<file path="src/rtl/ave_pkg.sv">
// Shared constants and width helpers for the streaming moving-average block.
// Optional build macro AVE_ROUND_EN (round-half-up output) is consumed by ave_n_stream.
package ave_pkg;

  // WARMUP modes: hold outputs until the window is full, or emit from the first sample
  localparam int AVE_WARMUP_SUPPRESS = 0;
  localparam int AVE_WARMUP_ZEROFILL = 1;

  // Running sum of N = 2^log2_n samples of w bits never exceeds w+log2_n bits
  function automatic int ave_sum_w(input int w, input int log2_n);
    return w + log2_n;
  endfunction

  // Fill count spans 0..N inclusive
  function automatic int ave_fill_w(input int log2_n);
    return log2_n + 1;
  endfunction

endpackage

</file>
<file path="src/rtl/ave_ring_buf.sv">
// Ring of N = 2^LOG2_N samples; exposes the entry at the write pointer, which is
// the oldest sample once the ring has been filled.
module ave_ring_buf
  import ave_pkg::*;
#(
  parameter int W      = 8,
  parameter int LOG2_N = 3
) (
  input  logic         CLOCK,
  input  logic         clr,
  input  logic         wr_en,
  input  logic [W-1:0] wr_data,
  output logic [W-1:0] oldest
);

  localparam int N = 1 << LOG2_N;

  logic [W-1:0]      mem_q [N];
  logic [LOG2_N-1:0] wp_q;
  logic [LOG2_N-1:0] wp_d;

  assign oldest = mem_q[wp_q];

  // Next write pointer: clear wins, otherwise advance on write (wraps at N by width)
  always_comb begin
    wp_d = wp_q;
    if (clr) begin
      wp_d = '0;
    end else if (wr_en) begin
      wp_d = wp_q + LOG2_N'(1);
    end
  end

  // Pointer register; storage is never cleared, stale entries are masked by the fill count
  always_ff @(posedge CLOCK) begin
    wp_q <= wp_d;
    if (wr_en && !clr) begin
      mem_q[wp_q] <= wr_data;
    end
  end

endmodule

</file>
<file path="src/rtl/ave_n_stream.sv">
// Streaming moving average over the last 2^LOG2_N unsigned samples with
// valid/ready on both sides and a one-deep registered output.
// Build macro AVE_ROUND_EN: round half up instead of truncating the average.
module ave_n_stream
  import ave_pkg::*;
#(
  parameter int W      = 8,
  parameter int LOG2_N = 3,
  parameter int WARMUP = 0
) (
  input  logic              CLOCK,
  input  logic              RESET,
  input  logic              flush,
  input  logic [W-1:0]      in_data,
  input  logic              in_valid,
  output logic              in_ready,
  output logic [W-1:0]      out_data,
  output logic              out_valid,
  input  logic              out_ready,
  output logic [LOG2_N:0]   fill_cnt
);

  localparam int N      = 1 << LOG2_N;
  localparam int SUM_W  = ave_sum_w(W, LOG2_N);
  localparam int FILL_W = ave_fill_w(LOG2_N);

  logic [SUM_W-1:0]  sum_q, sum_d;
  logic [FILL_W-1:0] fill_q, fill_d;
  logic              out_valid_q, out_valid_d;
  logic [W-1:0]      out_data_q, out_data_d;

  logic              accept;
  logic              consume;
  logic              full;
  logic [W-1:0]      ring_oldest;
  logic [SUM_W-1:0]  oldest_ext;
  logic [SUM_W-1:0]  new_sum;
  logic [FILL_W-1:0] fill_inc;

  // Divide the window sum by N; rounding variant adds half an LSB of the result first
  function automatic logic [W-1:0] avg_f(input logic [SUM_W-1:0] s);
`ifdef AVE_ROUND_EN
    logic [SUM_W:0] half;
    logic [SUM_W:0] r;
    logic [SUM_W:0] max_v;
    half             = '0;
    half[LOG2_N-1]   = 1'b1;
    max_v            = '0;
    max_v[W-1:0]     = '1;
    r                = ({1'b0, s} + half) >> LOG2_N;
    if (r > max_v) begin
      return '1;
    end
    return r[W-1:0];
`else
    return W'(s >> LOG2_N);
`endif
  endfunction

  assign in_ready  = !out_valid_q || out_ready;
  assign accept    = in_valid && in_ready && !flush;
  assign consume   = out_valid_q && out_ready;
  assign full      = (fill_q == FILL_W'(N));

  // Oldest sample only leaves the sum once the window actually holds N samples;
  // the intermediate add may wrap but the subtraction brings it back in range
  assign oldest_ext = full ? SUM_W'(ring_oldest) : '0;
  assign new_sum    = sum_q + SUM_W'(in_data) - oldest_ext;
  assign fill_inc   = full ? fill_q : fill_q + FILL_W'(1);

  assign out_data  = out_data_q;
  assign out_valid = out_valid_q;
  assign fill_cnt  = fill_q;

  ave_ring_buf #(
    .W      (W),
    .LOG2_N (LOG2_N)
  ) u_ring (
    .CLOCK   (CLOCK),
    .clr     (RESET || flush),
    .wr_en   (accept),
    .wr_data (in_data),
    .oldest  (ring_oldest)
  );

  // Next-state for sum, fill count and the output register; flush discards everything pending
  always_comb begin
    sum_d       = sum_q;
    fill_d      = fill_q;
    out_valid_d = out_valid_q;
    out_data_d  = out_data_q;
    if (flush) begin
      sum_d       = '0;
      fill_d      = '0;
      out_valid_d = 1'b0;
    end else begin
      if (consume) begin
        out_valid_d = 1'b0;
      end
      if (accept) begin
        sum_d  = new_sum;
        fill_d = fill_inc;
        if ((fill_inc == FILL_W'(N)) || (WARMUP == AVE_WARMUP_ZEROFILL)) begin
          out_valid_d = 1'b1;
          out_data_d  = avg_f(new_sum);
        end
      end
    end
  end

  // State registers with synchronous reset
  always_ff @(posedge CLOCK) begin
    if (RESET) begin
      sum_q       <= '0;
      fill_q      <= '0;
      out_valid_q <= 1'b0;
      out_data_q  <= '0;
    end else begin
      sum_q       <= sum_d;
      fill_q      <= fill_d;
      out_valid_q <= out_valid_d;
      out_data_q  <= out_data_d;
    end
  end

endmodule

</file>
<file path="config.mk">
export PLATFORM = sky130hd
export DESIGN_NAME = ave_n_stream
export DESIGN_NICKNAME = d
export VERILOG_FILES = /design/src/rtl/ave_pkg.sv /design/src/rtl/ave_ring_buf.sv /design/src/rtl/ave_n_stream.sv
export SDC_FILE = /design/constraint.sdc
export NUM_CORES = 1
export LEC_CHECK = 0
export CAP_MARGIN = 25
export CORE_MARGIN = 8
export CORE_UTILIZATION = 38
export CTS_CLUSTER_DIAMETER = 100
export DETAILED_ROUTE_END_ITERATION = 7
export PLACE_DENSITY = 0.53
export SLEW_MARGIN = 0
export SYNTH_ARGS = -nofsm -noshare
export SYNTH_HDL_FRONTEND = slang
export SYNTH_SLANG_ARGS = --single-unit
</file>
<file path="constraint.sdc">
create_clock -name CLOCK -period 10.04 [get_ports CLOCK]
set_input_delay 1.004 -clock CLOCK [delete_from_list [all_inputs] [get_ports CLOCK]]
set_output_delay 1.004 -clock CLOCK [all_outputs]
set_load 0.02 [all_outputs]
</file>
==> impl_results.md <==
- Status: completed
- Number of CTS-inserted buffers: 9
- Number of buffers inserted by hold repair at cts: 0
- H-tree levels: 3
- GRT overflow: 0
- Vias in the first global route: 2883
- Starting Density: 0.389
- Min-delay worst type: reg -> reg
- Max Root-Sink Buffers: 2
- Worst R2R End: out_data[6]
- IR drop worst, VDD: 0.109 mV
- Post-cts gate resize count: 0
- CP required: 10.28 ns
- Largest net degree at the start of global routing: 18
- Post-Route WL: 9180 µm
- CORE AREA: 11400 µm²
- Die Span Y: 124 µm
- Worst Skew: 0.0117 ns
- Synthesized flop and latch total: 94
- Leakage: 1.75 nW
- Final hold violations: 0
- Initial antenna violation count: 0
- First-pass GRT wire length: 15100 µm
- Final setup fails: 0
- Period utilisation layout: 0.401
- R2r setup slk: 6.02 ns
- CTS tree: done
- Fin cells: 529
- Routed len/inst: 17.4 µm
- Post-CTS Setup Bufs: 0
- EDFF count, synth: 64
- WS Path Type: reg -> reg
- Synth Cell Area: 4440 µm²
- Mux contribution to synthesized area: 0.104
- Chip width: 124 µm
- R2R depth: 12
- Clk sinks: 94
- Share of cells above drive strength 1: 0.106
- DP Wirelength: 6290 µm
- Startpoint Class: flip-flop
- Synth cell types: 47
- Antenna cell count: 0
- Crit path DAT: 4.27 ns
- Num rows: 39
- Compound-Gate Fraction of Synth Area: 0.0888
- First DRT Iteration DRCs: 165
- Cell Count Post-Placement: 513
- Post-DRT Antenna Nets: 0
- Routability cong.: 0.824
- Adder-cell share of the synthesized area: 0.0755
- Final hold slack: 0.453 ns
- Largest family of logic cells by synthesized area: multiplexers
- Area growth syn-to-layout: 15.7%
- FFs w/ async S/R, synth: 0
- PwrDens: 164 nW/µm²
- First-pass DRT Iterations: 4
- Setup_tns: 0 ns
- Drt drc: 0
- Number of fill cells: 1098
- RSZ-0062 raised after global routing: false
- Tightest Pin Transition: 1.05 ns
- Clk_lat worst skew: 0.34 ns
- Syn Area/Cell: 12.5 µm²
- Min-Delay Endpoint: sum_q[1]
- Via density: 5.27
- Yosys warns: 0
- Tot GR Track Use: 0.130
- Total number of vias: 2786
- FMAX: 0.249 GHz
- Slew HR: 0.300
- Synth Area in Simple Gates: 0.101
- Register area share after synthesis: 0.568
- Hold path startpoint: sum_q[1]
- Die Area: 15400 µm²
- Max cap viols: 0
- Clock root buffer: clkbuf_16
- Xor/xnor cell area share of the yosys netlist: 0.0178
- Syn Inst Count: 355
- Fin crit period: 4.02 ns
- Top FF cell, synth: edfxtp_1
- Clock-pin slew on the worst setup and hold paths: 0.06 ns
- Worst setup EP type: flip-flop
- PortBufs: 26
- Top Ports: 27
- Final #Nets: 416
- Max-slew violation count: 0
- Synthesized Nets: 390
- Crit path max fanout: 9
- Hold depth: 2
final cells by class:
cell class                      count  area [µm²]  share of cell area
Inverter                           37         139              0.0270
Sequential cell                    94        2520               0.491
Timing Repair Buffer               29         283              0.0551
Multi-Input combinational cell    210        1750               0.340
Clock inverter                      5        35.0             0.00682
Clock buffer                       11         233              0.0453
Tap cell                          143         179              0.0348
per-stage QoR:
stage                     cell area, µm²  worst slack (ns)   util  power, mW
after floorplan                     4440              6.42      -      0.509
after global placement              4870              5.90  0.426      0.538
after detailed placement            4870              5.92  0.426      0.539
after CTS                           5140              5.88  0.450      0.849
after global routing                5140              5.62  0.450      0.878
final                               5140              6.02  0.450      0.841
how the worst max path moves through the flow:
stage                   start          end  slack [ns]
finish              flip-flop  out_data[6]        6.02
detailed placement  flip-flop  out_data[6]        5.92
global placement    flip-flop  out_data[6]        5.90
global route        flip-flop  out_data[6]        5.62
floorplan           flip-flop  out_data[7]        6.42
CTS                 flip-flop  out_data[6]        5.88
synthesized netlist by cell type, types with 2 or more instances:
cell,number,area [µm²]
edfxtp_1,64,1920
inv_1,37,139
dfxtp_1,30,601
nand2_1,28,105
nor2_1,27,101
a21oi_1,20,100
mux4_2,16,360
ha_1,14,175
mux2i_1,9,90.1
nand2b_1,9,56.3
nand3_1,9,45.0
clkbuf_1,8,30.0
fa_1,8,160
nor3_1,8,40.0
xnor2_1,6,52.6
buf_2,5,25.0
a211oi_1,4,30.0
a21o_1,4,30.0
a311o_1,4,40.0
o21a_1,4,30.0
o21ai_0,4,20.0
or3_1,4,25.0
xor2_1,3,26.3
a31oi_1,2,12.5
and2_1,2,12.5
and4_1,2,17.5
nor4_1,2,12.5
o22ai_1,2,12.5
o31ai_1,2,15.0
registers in the layout, summed over array words and instances, names as in the netlist, named ones only:
register	count
u_ring.mem_q	64
sum_q	11
out_data	8
fill_cnt	4
u_ring.wp_q	3
out_valid	1
power by group:
group	total [mW]	switching, mW	internal, mW
clock	0.311	0.142	0.169
combinational	0.108	0.0629	0.0446
sequential	0.423	0.00476	0.418
total	0.841	0.210	0.631
worst max-delay path: stages, from the launching register on:
cell       delay (ns)
dfxtp_1          0.70
buf_4            0.32
mux4_2           0.51
mux2i_1          0.19
nor2_1           0.07
fa_1             0.50
inv_1            0.07
ha_1             0.28
a21o_1           0.15
a21oi_1          0.37
a2111oi_2        0.18
or4_1            0.49
o311ai_1         0.08
cells in the final DEF, fill, tap and decap left out, types with 4 or more instances in the layout:
cell type        count
nor3_1               4
o21ai_0              4
a311o_1              4
a21o_1               4
mux2i_1              9
xnor2_1              6
nor3_2               4
mux4_2              16
clkbuf_16            9
or3_1                4
dfxtp_1             30
nand2_1             28
o21a_1               4
nand2b_1             9
clkdlybuf4s50_1     26
a211oi_1             4
nand3_1              9
ha_1                14
a21oi_1             20
edfxtp_1            64
fa_1                 8
nor2_1              27
inv_1               37
layer usage:
layer	GRT usage	vias up	wire (µm)
met1	0.163	1390	4360
met4	0.0379	0	114
met5	0	-	0
met3	0.0313	10	318
li1	-	1345	-
met2	0.218	41	4390
logic make-up after synthesis:
group                    after synthesis
multiplexers                          26
buffers and inverters                 51
AO/OA/AOI/OAI                         57
XOR/XNOR                               9
AND/OR/NAND/NOR                       96
adder cells (fa/ha/maj)               22
flip-flops                            94
(Power assumes the default switching activity.)
